`src/rtl/apb_uart_regbank.sv`:
```
// APB3 register bank for the UART core: BAUD/CTRL/TXDATA/RXDATA/STATUS with
// programmable wait states, error response, sticky overrun flag and interrupt.
module apb_uart_regbank #(
  parameter int DATA_W      = 8,
  parameter int ADDR_W      = 3,
  parameter int WAIT_STATES = 0
) (
  input  logic              pclk,
  input  logic              presetn,
  input  logic              psel,
  input  logic              penable,
  input  logic              pwrite,
  input  logic [ADDR_W-1:0] paddr,
  input  logic [DATA_W-1:0] pwdata,
  output logic [DATA_W-1:0] prdata,
  output logic              pready,
  output logic              pslverr,
  output logic [DATA_W-1:0] baud_val,
  output logic [DATA_W-1:0] ctrl,
  output logic [DATA_W-1:0] tx_data,
  output logic              tx_wr_stb,
  output logic              rx_rd_stb,
  input  logic              tx_full,
  input  logic              rx_valid,
  input  logic [DATA_W-1:0] rx_data,
  input  logic              rx_overrun,
  output logic              irq
);

  typedef enum logic {S_IDLE, S_ACCESS} state_e;

  localparam logic [2:0] WS = 3'(WAIT_STATES);

  state_e            state_q;
  logic [2:0]        wcnt_q;
  logic [DATA_W-1:0] baud_q, ctrl_q, tx_data_q;
  logic              ovf_q, ovf_d;
  logic              tx_stb_q, rx_stb_q, irq_q;

  logic [31:0]       addr_w;
  logic              err_c, complete_c, do_wr_c, do_rd_c;
  logic [DATA_W-1:0] rd_mux_c;

  assign addr_w = 32'(paddr);

  always_comb begin
    rd_mux_c = '0;
    case (addr_w)
      32'd0:   rd_mux_c = baud_q;
      32'd1:   rd_mux_c = ctrl_q;
      32'd2:   rd_mux_c = tx_data_q;
      32'd3:   rd_mux_c = rx_data;
      32'd4:   rd_mux_c = DATA_W'({ovf_q, rx_valid, ~tx_full});
      default: rd_mux_c = '0;
    endcase
  end

  assign err_c = (addr_w > 32'd4)
               | (pwrite  & (addr_w == 32'd3))
               | (pwrite  & (addr_w == 32'd2) & tx_full)
               | (~pwrite & (addr_w == 32'd3) & ~rx_valid);

  assign pready     = (state_q == S_ACCESS) && (wcnt_q == 3'd0);
  assign complete_c = psel & penable & pready;
  assign do_wr_c    = complete_c & pwrite  & ~err_c;
  assign do_rd_c    = complete_c & ~pwrite & ~err_c;
  assign pslverr    = pready & err_c;
  assign prdata     = (pready & ~pwrite & ~err_c) ? rd_mux_c : '0;

  // A coincident overrun pulse overrides the W1C clear.
  always_comb begin
    ovf_d = ovf_q;
    if (do_wr_c && (addr_w == 32'd4) && pwdata[2]) ovf_d = 1'b0;
    if (rx_overrun) ovf_d = 1'b1;
  end

  always_ff @(posedge pclk or negedge presetn) begin
    if (!presetn) begin
      state_q   <= S_IDLE;
      wcnt_q    <= 3'd0;
      baud_q    <= '0;
      ctrl_q    <= '0;
      tx_data_q <= '0;
      ovf_q     <= 1'b0;
      tx_stb_q  <= 1'b0;
      rx_stb_q  <= 1'b0;
      irq_q     <= 1'b0;
    end else begin
      ovf_q    <= ovf_d;
      tx_stb_q <= do_wr_c && (addr_w == 32'd2);
      rx_stb_q <= do_rd_c && (addr_w == 32'd3);
      irq_q    <= (ctrl_q[0] & ~tx_full) | (ctrl_q[1] & rx_valid) | (ctrl_q[2] & ovf_q);
      if (do_wr_c) begin
        case (addr_w)
          32'd0:   baud_q    <= pwdata;
          32'd1:   ctrl_q    <= pwdata;
          32'd2:   tx_data_q <= pwdata;
          default: ;
        endcase
      end
      case (state_q)
        S_IDLE: begin
          if (psel && !penable) begin
            state_q <= S_ACCESS;
            wcnt_q  <= WS;
          end
        end
        S_ACCESS: begin
          if (!psel || complete_c) begin
            state_q <= S_IDLE;
            wcnt_q  <= 3'd0;
          end else if (wcnt_q != 3'd0) begin
            wcnt_q <= wcnt_q - 3'd1;
          end
        end
        default: state_q <= S_IDLE;
      endcase
    end
  end

  assign baud_val  = baud_q;
  assign ctrl      = ctrl_q;
  assign tx_data   = tx_data_q;
  assign tx_wr_stb = tx_stb_q;
  assign rx_rd_stb = rx_stb_q;
  assign irq       = irq_q;

endmodule

```
`config.mk`:
```
export PLATFORM = sky130hd
export DESIGN_NAME = apb_uart_regbank
export DESIGN_NICKNAME = d
export VERILOG_FILES = /design/src/rtl/apb_uart_regbank.sv
export SDC_FILE = /design/constraint.sdc
export NUM_CORES = 1
export LEC_CHECK = 0
export CORE_MARGIN = 4
export CORE_UTILIZATION = 39
export CTS_CLUSTER_DIAMETER = 60
export DETAILED_ROUTE_END_ITERATION = 10
export PLACE_DENSITY = 0.75
export SLEW_MARGIN = 20
export SYNTH_ARGS = -nofsm -noshare
export SYNTH_HDL_FRONTEND = slang
export SYNTH_SLANG_ARGS = --single-unit
```
`constraint.sdc`:
```
create_clock -name pclk -period 2.3 [get_ports pclk]
set_input_delay 0.345 -clock pclk [delete_from_list [all_inputs] [get_ports pclk]]
set_output_delay 0.345 -clock pclk [all_outputs]
set_load 0.01 [all_outputs]
```
==> results of run 1 <==
-- layer usage --
layer	GRT usage [%]	vias to the layer above	share of wire, %
met1	24.1	777	41
met2	35.1	57	53
met4	6.44	0	1.2
met5	0	-	0
li1	-	709	-
met3	4.65	7	5.1
-- synthesized netlist by cell type --
master / number / share of area [%]
a21boi_0: 1 / 0.45
ha_1: 2 / 1.5
a2111oi_4: 1 / 1.6
nand3_1: 3 / 0.89
nand2b_1: 2 / 0.74
a22oi_1: 3 / 1.3
nor2b_1: 10 / 3.7
nand3b_1: 1 / 0.45
a32oi_1: 2 / 1.0
nand3_2: 1 / 0.59
a21oi_1: 2 / 0.59
nor3_2: 2 / 1.2
mux2_2: 27 / 18
a221oi_1: 1 / 0.52
o21a_1: 2 / 0.89
o21ai_0: 5 / 1.5
inv_1: 8 / 1.8
a211oi_1: 1 / 0.45
a21o_1: 1 / 0.45
or3_1: 1 / 0.37
dfrtp_1: 32 / 48
nand2_1: 7 / 1.6
a31oi_1: 1 / 0.37
clkbuf_1: 4 / 0.89
mux4_2: 5 / 6.7
mux2i_1: 1 / 0.59
buf_2: 1 / 0.30
nor3_1: 3 / 0.89
a32o_1: 3 / 1.8
or3_4: 1 / 0.67
nor2_1: 3 / 0.67
-- layout make-up --
type	count	area, um2	area share, %
inverter	8	30.0	1.04
tap	50	62.6	2.17
clock inverter	1	5.00	0.174
clock buffer	6	72.6	2.52
timing repair buffer	103	937	32.5
sequential	32	801	27.8
multi-input combinational	92	972	33.8
-- kinds of logic (layout without fill, tap and decap cells) --
family	after synthesis	in the layout	share of synthesized area [%]
buf+inv	13	118	2.97
mux	33	33	25.3
flops	32	32	47.5
simple gates	34	34	11.7
fa+ha+maj	2	2	1.48
compound gates	23	23	11.0
-- critical path, cell delays in order (launching register included) --
cell	delay (ps)
dfrtp_1	390
inv_2	80
ha_4	140
ha_4	140
buf_6	110
nand3_4	60
or3_4	410
buf_4	160
buf_4	130
nor3_4	170
buf_6	160
mux2_2	330
-- timing repair --
action | 4_1_cts | 5_1_grt
pin swaps | 5 | 7
resized for setup | 40 | 34
endpoints found under the setup margin | 25 | 24
endpoints found under the hold margin | 0 | 0
hold buffers | 0 | 0
setup buffers | 5 | 4
-- flip-flops by register name (all words and copies together), names as in the netlist --
signal	flops
tx_wr_stb	1
ovf_q	1
wcnt_q	3
rx_rd_stb	1
tx_data	8
baud_val	8
ctrl	8
state_q	1
irq	1
-- stage by stage --
step | TNS [ps] | hold slack [ps] | utilization (%) | total power, mW
detailed placement | -8570 | 523 | 63.5 | 0.934
global route | -2460 | 501 | 70.5 | 1.41
finish | -1390 | 465 | 70.5 | 1.35
global placement | -7000 | 498 | 63.5 | 0.925
floorplan | 0 | 49.4 | - | 0.742
CTS | -710 | 479 | 66.8 | 1.34
-- path summary, 6_finish.rpt --
path                            slack [ps]  cells after the start                   from                       to
worst max-delay path                  -110                     11  wcnt_q[0]$_DFFE_PN0P_  baud_val[5]$_DFFE_PN0P_
worst min-delay path                   470                      2                presetn      rx_rd_stb$_DFF_PN0_
worst max register to register        -110                     11  wcnt_q[0]$_DFFE_PN0P_  baud_val[5]$_DFFE_PN0P_
worst min register to register         540                      1      ovf_q$_DFFE_PN0P_        ovf_q$_DFFE_PN0P_
max in group asynchronous             1540                      2                presetn      ctrl[5]$_DFFE_PN0P_
min in group pclk                      540                      1      ovf_q$_DFFE_PN0P_        ovf_q$_DFFE_PN0P_
-- cell usage in the layout, fill, tap and decap left out, types with 3 or more instances in the layout --
cell type,count
clkbuf_8,5
mux4_2,5
dlygate4sd2_1,3
nor2b_1,7
mux2_2,16
o21ai_0,5
nand3_1,3
buf_4,33
nor3_1,3
a22oi_1,3
mux2_4,11
nand2_1,5
a32o_1,3
buf_6,9
buf_2,3
clkdlybuf4s50_1,50
inv_1,6
dfrtp_1,32
-- power groups by stage --
stage	clock [mW]	sequential (mW)	combinational, mW
final	0.400	0.632	0.316
after global placement	0	0.636	0.289
after global routing	0.441	0.636	0.338
after floorplan	0	0.650	0.0920
after detailed placement	0	0.639	0.295
after CTS	0.410	0.630	0.299
==> out/qor.txt, run 1 <==
status -> complete, but fails checks
violations in the final reports -> setup timing
Core Box Area -> 4090 um2
area of the die -> 5440 um2
synthesized flop and latch total -> 32
post-placement cell count -> 276
CP required -> 2460 ps
Max FO, Critical Path -> 4
GR Overflow Total -> 0
Pwr per Cell Area -> 468 nW/um2
HPWL Detailed -> 3.75 mm
Slew @ Worst Pin -> 465 ps
initial antenna violation count -> 0
nets -> 271
Logic pwr share -> 23.5%
LEAKAGE -> 1.27 nW
fin crit share -> 105%
number of diodes -> 0
antenna viol nets, final -> 0
Reg clk slew, reported paths -> 70 ps
Slew HR -> 69.0%
Initial Utilization -> 41.2%
drt total wl -> 5.11 mm
drc violations -> 0
Final Hold Viols -> 0
detailed-route via count -> 1550
Post-Syn Nets -> 166
Switching Share -> 25.8%
critical path endpoint category -> flop
first-pass GRT wire length -> 8.29 mm
die span in y -> 73.7 um
MaxCap Viol Count -> 0
worst min-delay path class -> primary input to async pin
clock insertion delay at the later pin of the skew report -> 280 ps
IO Port Bufs -> 63
sequential cell area fraction in the yosys report -> 47.5%
fmax -> 415 MHz
WP data arrival -> 2570 ps
RSZ-0062 raised after global routing -> yes
CTS Buf Count -> 5
VDD IR-drop max -> 0.000256 V
internal power -> 1.00 mW
Syn Area/Cell -> 12.3 um2
# fillers -> 300
non-filler cells, final -> 292
PnR worst setup slack -> -110 ps
Post-Syn Instances -> 137
CTS max path bufs -> 2
share of cells above drive strength 1 -> 42.6%
synthesized cell area -> 1690 um2
count of different cell masters after synthesis -> 31
clk_skew -> 4.52 ps
CTS tree -> built
gp weighted congestion -> 0.824
Num Clock Sinks -> 32
design area -> 2880 um2
critical path class -> flop to flop
DR WL/cell -> 17.5 um
Place WS -> -411 ps
largest net degree at the start of global routing -> 33
Root Driver -> clkbuf_8
Starting DRT DRC Count -> 60
first drt pass iteration count -> 4
min cycle time layout -> 2410 ps
Flop pwr share -> 46.8%
routed via count divided by cell count -> 5.31
max-slew violations -> 0
CP Launch Type -> flop
Net Switching -> 0.348 mW
Layout area overhead -> 70.9%
Die X-Extent -> 73.7 um
Core Rows -> 23
clock share of power -> 29.7%
endpoints failing setup -> 19
number of global-route vias before repair -> 1759
I/O pins -> 64
Post-Place Cell Area -> 2590 um2
yosys warns -> 0
CTS H-tree lvls -> 2
Tot GR Track Use -> 20.0%
Power figures use the tool's default switching activity.
==> run 2, diff against run 1 <==
Settings changed: ABC_CLOCK_PERIOD_IN_PS set to 2300, CORE_MARGIN 4 to 2.
==> run 2 against run 1 <==
The flow still finishes with violations (setup timing). Total power increased by 11%. First-iteration DRC count increased by 10%. Worst hold slack got worse by 15 ps. Global-route usage increased by 2.3 points. Die area decreased by 11%. Cell count increased by 1.0%. Sequential cell count unchanged. Clock skew about the same. Critical path type is now flop to output pin.
==> out/qor.txt, run 2 (same netlist as run 1, synthesis figures left out) <==
status -> complete, but fails checks
violations in the final reports -> setup timing
critical path class -> flop to output pin
Initial Utilization -> 41.2%
Pwr per Cell Area -> 507 nW/um2
min cycle time layout -> 2390 ps
Final Total Pwr -> 1.49 mW
Die X-Extent -> 69.7 um
Layout area overhead -> 74.8%
cts hold-fix bufs -> 0
routed via count divided by cell count -> 5.26
GR Overflow Total -> 0
CTS H-tree lvls -> 2
Max FO, Critical Path -> 2
max-slew violations -> 0
Buf/Inv on CP -> 4
Reg clk slew, reported paths -> 70 ps
Slew @ Worst Pin -> 408 ps
I/O pins -> 64
largest net degree at the start of global routing -> 33
slowest stage cell, crit path -> dfrtp_1
commonest non-fill, non-tap cells in the layout -> 51 x clkdlybuf4s50_1, 33 x buf_4, 32 x dfrtp_1
WP data arrival -> 2040 ps
critical path endpoint category -> output pin
non-filler cells, final -> 295
# fillers -> 283
clk_skew -> 4.80 ps
RSZ-0062 raised after global routing -> yes
Tot GR Track Use -> 22.3%
PnR worst setup slack -> -86.9 ps
fmax -> 419 MHz
area of the die -> 4860 um2
number of diodes -> 0
CTS max path bufs -> 2
first-pass GRT wire length -> 8.38 mm
Num Clock Sinks -> 32
initial antenna violation count -> 0
drc violations -> 0
Final Hold Viols -> 0
post-placement cell count -> 279
worst min-delay path class -> primary input to async pin
Core Rows -> 23
worst path cell trace -> inv_2 -> ha_4 -> ha_4 -> nand2_4 -> a211oi_4 -> nand3b_1 -> buf_4 -> buf_6 -> nor2b_1 -> buf_2
nets -> 273
Place WS -> -329 ps
CTS tree -> built
worst r2r src -> wcnt_q[1]$_DFFE_PN0P_
Starting DRT DRC Count -> 66
first drt pass iteration count -> 4
detailed-route via count -> 1552
antenna viol nets, final -> 0
DR WL/cell -> 17.9 um
HPWL Detailed -> 3.62 mm
most frequent CP cell -> ha_4
CTS Buf Count -> 5
CP required -> 1960 ps
number of global-route vias before repair -> 1696
Reg2Reg Depth -> 9
share of cells above drive strength 1 -> 42.4%
clock insertion delay at the later pin of the skew report -> 290 ps
die span in y -> 69.7 um
delay-heaviest family, CP -> buffers and inverters
fin crit share -> 104%
area of the multi-input gates -> 976 um2
Root Driver -> clkbuf_8
LEAKAGE -> 1.32 nW
Core Box Area -> 4090 um2
CP peak stage delay -> 390 ps
drt total wl -> 5.27 mm
CP Launch Type -> flop
endpoints failing setup -> 12
r2r setup slk -> -80 ps
endpoint of the worst-slack reg-to-reg timing path -> tx_data[7]$_DFFE_PN0P_
MaxCap Viol Count -> 0
register area -> 801 um2
IO Port Bufs -> 63
most common cell after layout, fill and taps aside -> clkdlybuf4s50_1
Slew HR -> 72.8%
gp weighted congestion -> 0.954
Final Util -> 72.1%
VDD IR-drop max -> 0.000421 V
## run 2: power by group
part | total (mW) | switching (mW) | internal (mW) | leakage, nW
registers | 0.631 | 0.0318 | 0.599 | 0.432
clock network | 0.540 | 0.220 | 0.320 | 0.0541
logic | 0.323 | 0.122 | 0.201 | 0.838
total | 1.49 | 0.374 | 1.12 | 1.32
## run 2: worst max path at each step
stage | to | cells after the start | startpoint | slack, ps
after CTS | prdata[1] | 8 | wcnt_q[0]$_DFFE_PN0P_ | -190
after detailed placement | prdata[1] | 7 | paddr[2] | -330
after floorplan | tx_data[0]$_DFFE_PN0P_ | 7 | wcnt_q[0]$_DFFE_PN0P_ | 10
after global routing | prdata[6] | 10 | wcnt_q[0]$_DFFE_PN0P_ | -200
final | prdata[6] | 10 | wcnt_q[1]$_DFFE_PN0P_ | -90
after global placement | prdata[1] | 7 | paddr[2] | -270
## run 2: repair_timing
action / 4_1_cts / 5_1_grt
buffers inserted: 6 / 3
gates resized for setup: 53 / 23
endpoints found under the hold margin: 0 / 0
setup endpoints to repair: 25 / 24
pin swaps: 3 / 6
## run 2: area by class of cell
| cell class | instances | share of cell area, % |
|---|---|---|
| well taps | 50 | 2.12 |
| repair buffers | 105 | 32.8 |
| inverters | 8 | 1.02 |
| clock inverters | 3 | 1.44 |
| multi-input cells | 92 | 33.1 |
| clock buffers | 5 | 2.34 |
| flip-flops and latches | 32 | 27.2 |
## run 2: per-layer routing
layer | vias up | track usage, % | share of wire (%)
li1 | 715 | - | -
met1 | 772 | 26.5 | 41
met2 | 58 | 37.4 | 52
met3 | 7 | 5.96 | 5.5
met4 | 0 | 10.9 | 1.8
met5 | - | 0 | 0
## run 2: through the flow
stage | hold slack, ps | setup TNS (ps) | instance area (um2)
4_1_cts | 472 | -1840 | 2890
6_report | 450 | -839 | 2950
5_1_grt | 496 | -2170 | 2950
2_1_floorplan | 49.4 | 0 | 1690
3_3_place_gp | 505 | -6780 | 2620
3_5_place_dp | 513 | -7930 | 2620
## run 2: worst register-to-register path: stages, from the launching register on
cell	delay (ps)
dfrtp_1	390
inv_2	70
ha_4	140
ha_4	150
buf_4	130
nand3_4	80
or3_4	420
a2111oi_4	350
buf_4	220
mux2_4	300
==> run 3, diff against run 2 <==
Settings changed: RECOVER_POWER set to 100.
==> run 3 against run 2 <==
The run still ends with setup timing left. Maximum frequency down 0.11%. Design area barely moved. Sequential cell count stayed put. Critical path depth did not move.
==> out/qor.txt, run 3 (same netlist as run 1, synthesis figures left out) <==
status -> complete, but fails checks
violations in the final reports -> setup timing
first-pass GRT wire length -> 8.38 mm
gp weighted congestion -> 0.954
I/O pins -> 64
Slew HR -> 47.4%
critical path class -> flop to output pin
area of the die -> 4860 um2
Pwr per Cell Area -> 502 nW/um2
Net Switching -> 0.372 mW
Reg clk slew, reported paths -> 70 ps
CTS H-tree lvls -> 2
critical path endpoint category -> output pin
Core Rows -> 23
Post-Place Cell Area -> 2620 um2
Num Clock Sinks -> 32
clock insertion delay at the later pin of the skew report -> 290 ps
number of diodes -> 0
largest net degree at the start of global routing -> 33
first drt pass iteration count -> 4
nets -> 273
HPWL Detailed -> 3.62 mm
CP Launch Type -> flop
Tot GR Track Use -> 22.3%
Max FO, Critical Path -> 2
MaxCap Viol Count -> 0
Logic pwr share -> 20.9%
PnR worst setup slack -> -89.4 ps
RSZ-0062 raised after global routing -> yes
worst min-delay path class -> flop to flop
commonest non-fill, non-tap cells in the layout -> 32 x dfrtp_1, 32 x buf_4, 28 x dlygate4sd3_1
DR top layer -> met4
Place WS -> -329 ps
share of cells above drive strength 1 -> 42.4%
endpoints failing setup -> 12
Flop pwr share -> 42.6%
cts hold-fix bufs -> 0
CTS tree -> built
Starting DRT DRC Count -> 62
M1 WL -> 2.16 mm
die span in y -> 69.7 um
antenna viol nets, final -> 0
fin crit share -> 104%
initial antenna violation count -> 0
drc violations -> 0
Final Hold Viols -> 0
wire length on met2 -> 2.70 mm
Switching Share -> 25.2%
CTS Buf Count -> 5
Root Driver -> clkbuf_8
Initial Utilization -> 41.2%
IO Port Bufs -> 63
CTS max path bufs -> 2
internal power -> 1.11 mW
CP required -> 1960 ps
Layout area overhead -> 74.7%
max-slew violations -> 0
GR Overflow Total -> 0
clk_skew -> 4.76 ps
total negative slack -> -813 ps
design area -> 2940 um2
detailed-route via count -> 1569
met3 WL -> 278 um
fmax -> 419 MHz
VDD IR-drop max -> 0.000416 V
LEAKAGE -> 1.41 nW
DR WL/cell -> 17.8 um
Slew @ Worst Pin -> 789 ps
number of global-route vias before repair -> 1696
clock share of power -> 36.6%
Die X-Extent -> 69.7 um
WP data arrival -> 2040 ps
non-filler cells, final -> 295
drt total wl -> 5.24 mm
# fillers -> 282
routed via count divided by cell count -> 5.32
post-placement cell count -> 279
min cycle time layout -> 2390 ps
Core Box Area -> 4090 um2
-- run 3: layer usage --
layer  track usage, %  up-vias
met3             5.96        7
met4             10.9        0
li1                 -      716
met2             37.4       60
met5                0        -
met1             26.5      786
-- run 3: critical path: stages (launching register included) --
cell	delay (ps)
dfrtp_1	400
inv_2	70
ha_4	140
ha_4	150
nand2_4	60
a211oi_4	250
nand3b_1	170
buf_4	180
buf_6	110
nor2b_1	90
buf_2	140
-- run 3: power groups by stage --
| stage | clock (mW) | sequential [mW] | combinational (mW) |
|---|---|---|---|
| after floorplan | 0 | 0.650 | 0.0920 |
| after global placement | 0 | 0.636 | 0.290 |
| after detailed placement | 0 | 0.638 | 0.296 |
| after CTS | 0.549 | 0.630 | 0.315 |
| after global routing | 0.576 | 0.634 | 0.330 |
| final | 0.541 | 0.629 | 0.309 |
-- run 3: timing repair --
item / 4_1_cts / 5_1_grt
endpoints found under the hold margin: 0 / 0
pin swaps: 3 / 6
endpoints found under the setup margin: 25 / 24
buffers inserted: 6 / 3
resized for setup: 53 / 23
-- run 3: area by class of cell --
cell class	count	area, um2	share of cell area, %
Clock buffer	5	68.8	2.34
Sequential cell	32	801	27.2
Inverter	8	30.0	1.02
Clock inverter	3	42.5	1.44
Tap cell	50	62.6	2.12
Multi-Input combinational cell	92	976	33.1
Timing Repair Buffer	105	963	32.7
-- run 3: worst paths after layout --
check | to | slack, ps | cells past startpoint | start
max reg2reg | tx_data[7]$_DFFE_PN0P_ | -80 | 9 | wcnt_q[1]$_DFFE_PN0P_
max | prdata[6] | -90 | 10 | wcnt_q[1]$_DFFE_PN0P_
min | ctrl[7]$_DFFE_PN0P_ | 540 | 1 | ctrl[7]$_DFFE_PN0P_
min reg2reg | ctrl[7]$_DFFE_PN0P_ | 540 | 1 | ctrl[7]$_DFFE_PN0P_
min in group asynchronous | wcnt_q[2]$_DFFE_PN0P_ | 660 | 2 | presetn
max in group asynchronous | tx_data[2]$_DFFE_PN0P_ | 1130 | 2 | presetn
-- run 3: metrics by stage --
step / util [%] / hold slack [ps] / power, mW
floorplan: - / 49.4 / 0.742
global route: 72.0 / 555 / 1.54
global placement: 64.0 / 505 / 0.926
CTS: 70.6 / 472 / 1.49
detailed placement: 64.0 / 513 / 0.934
finish: 72.0 / 536 / 1.48
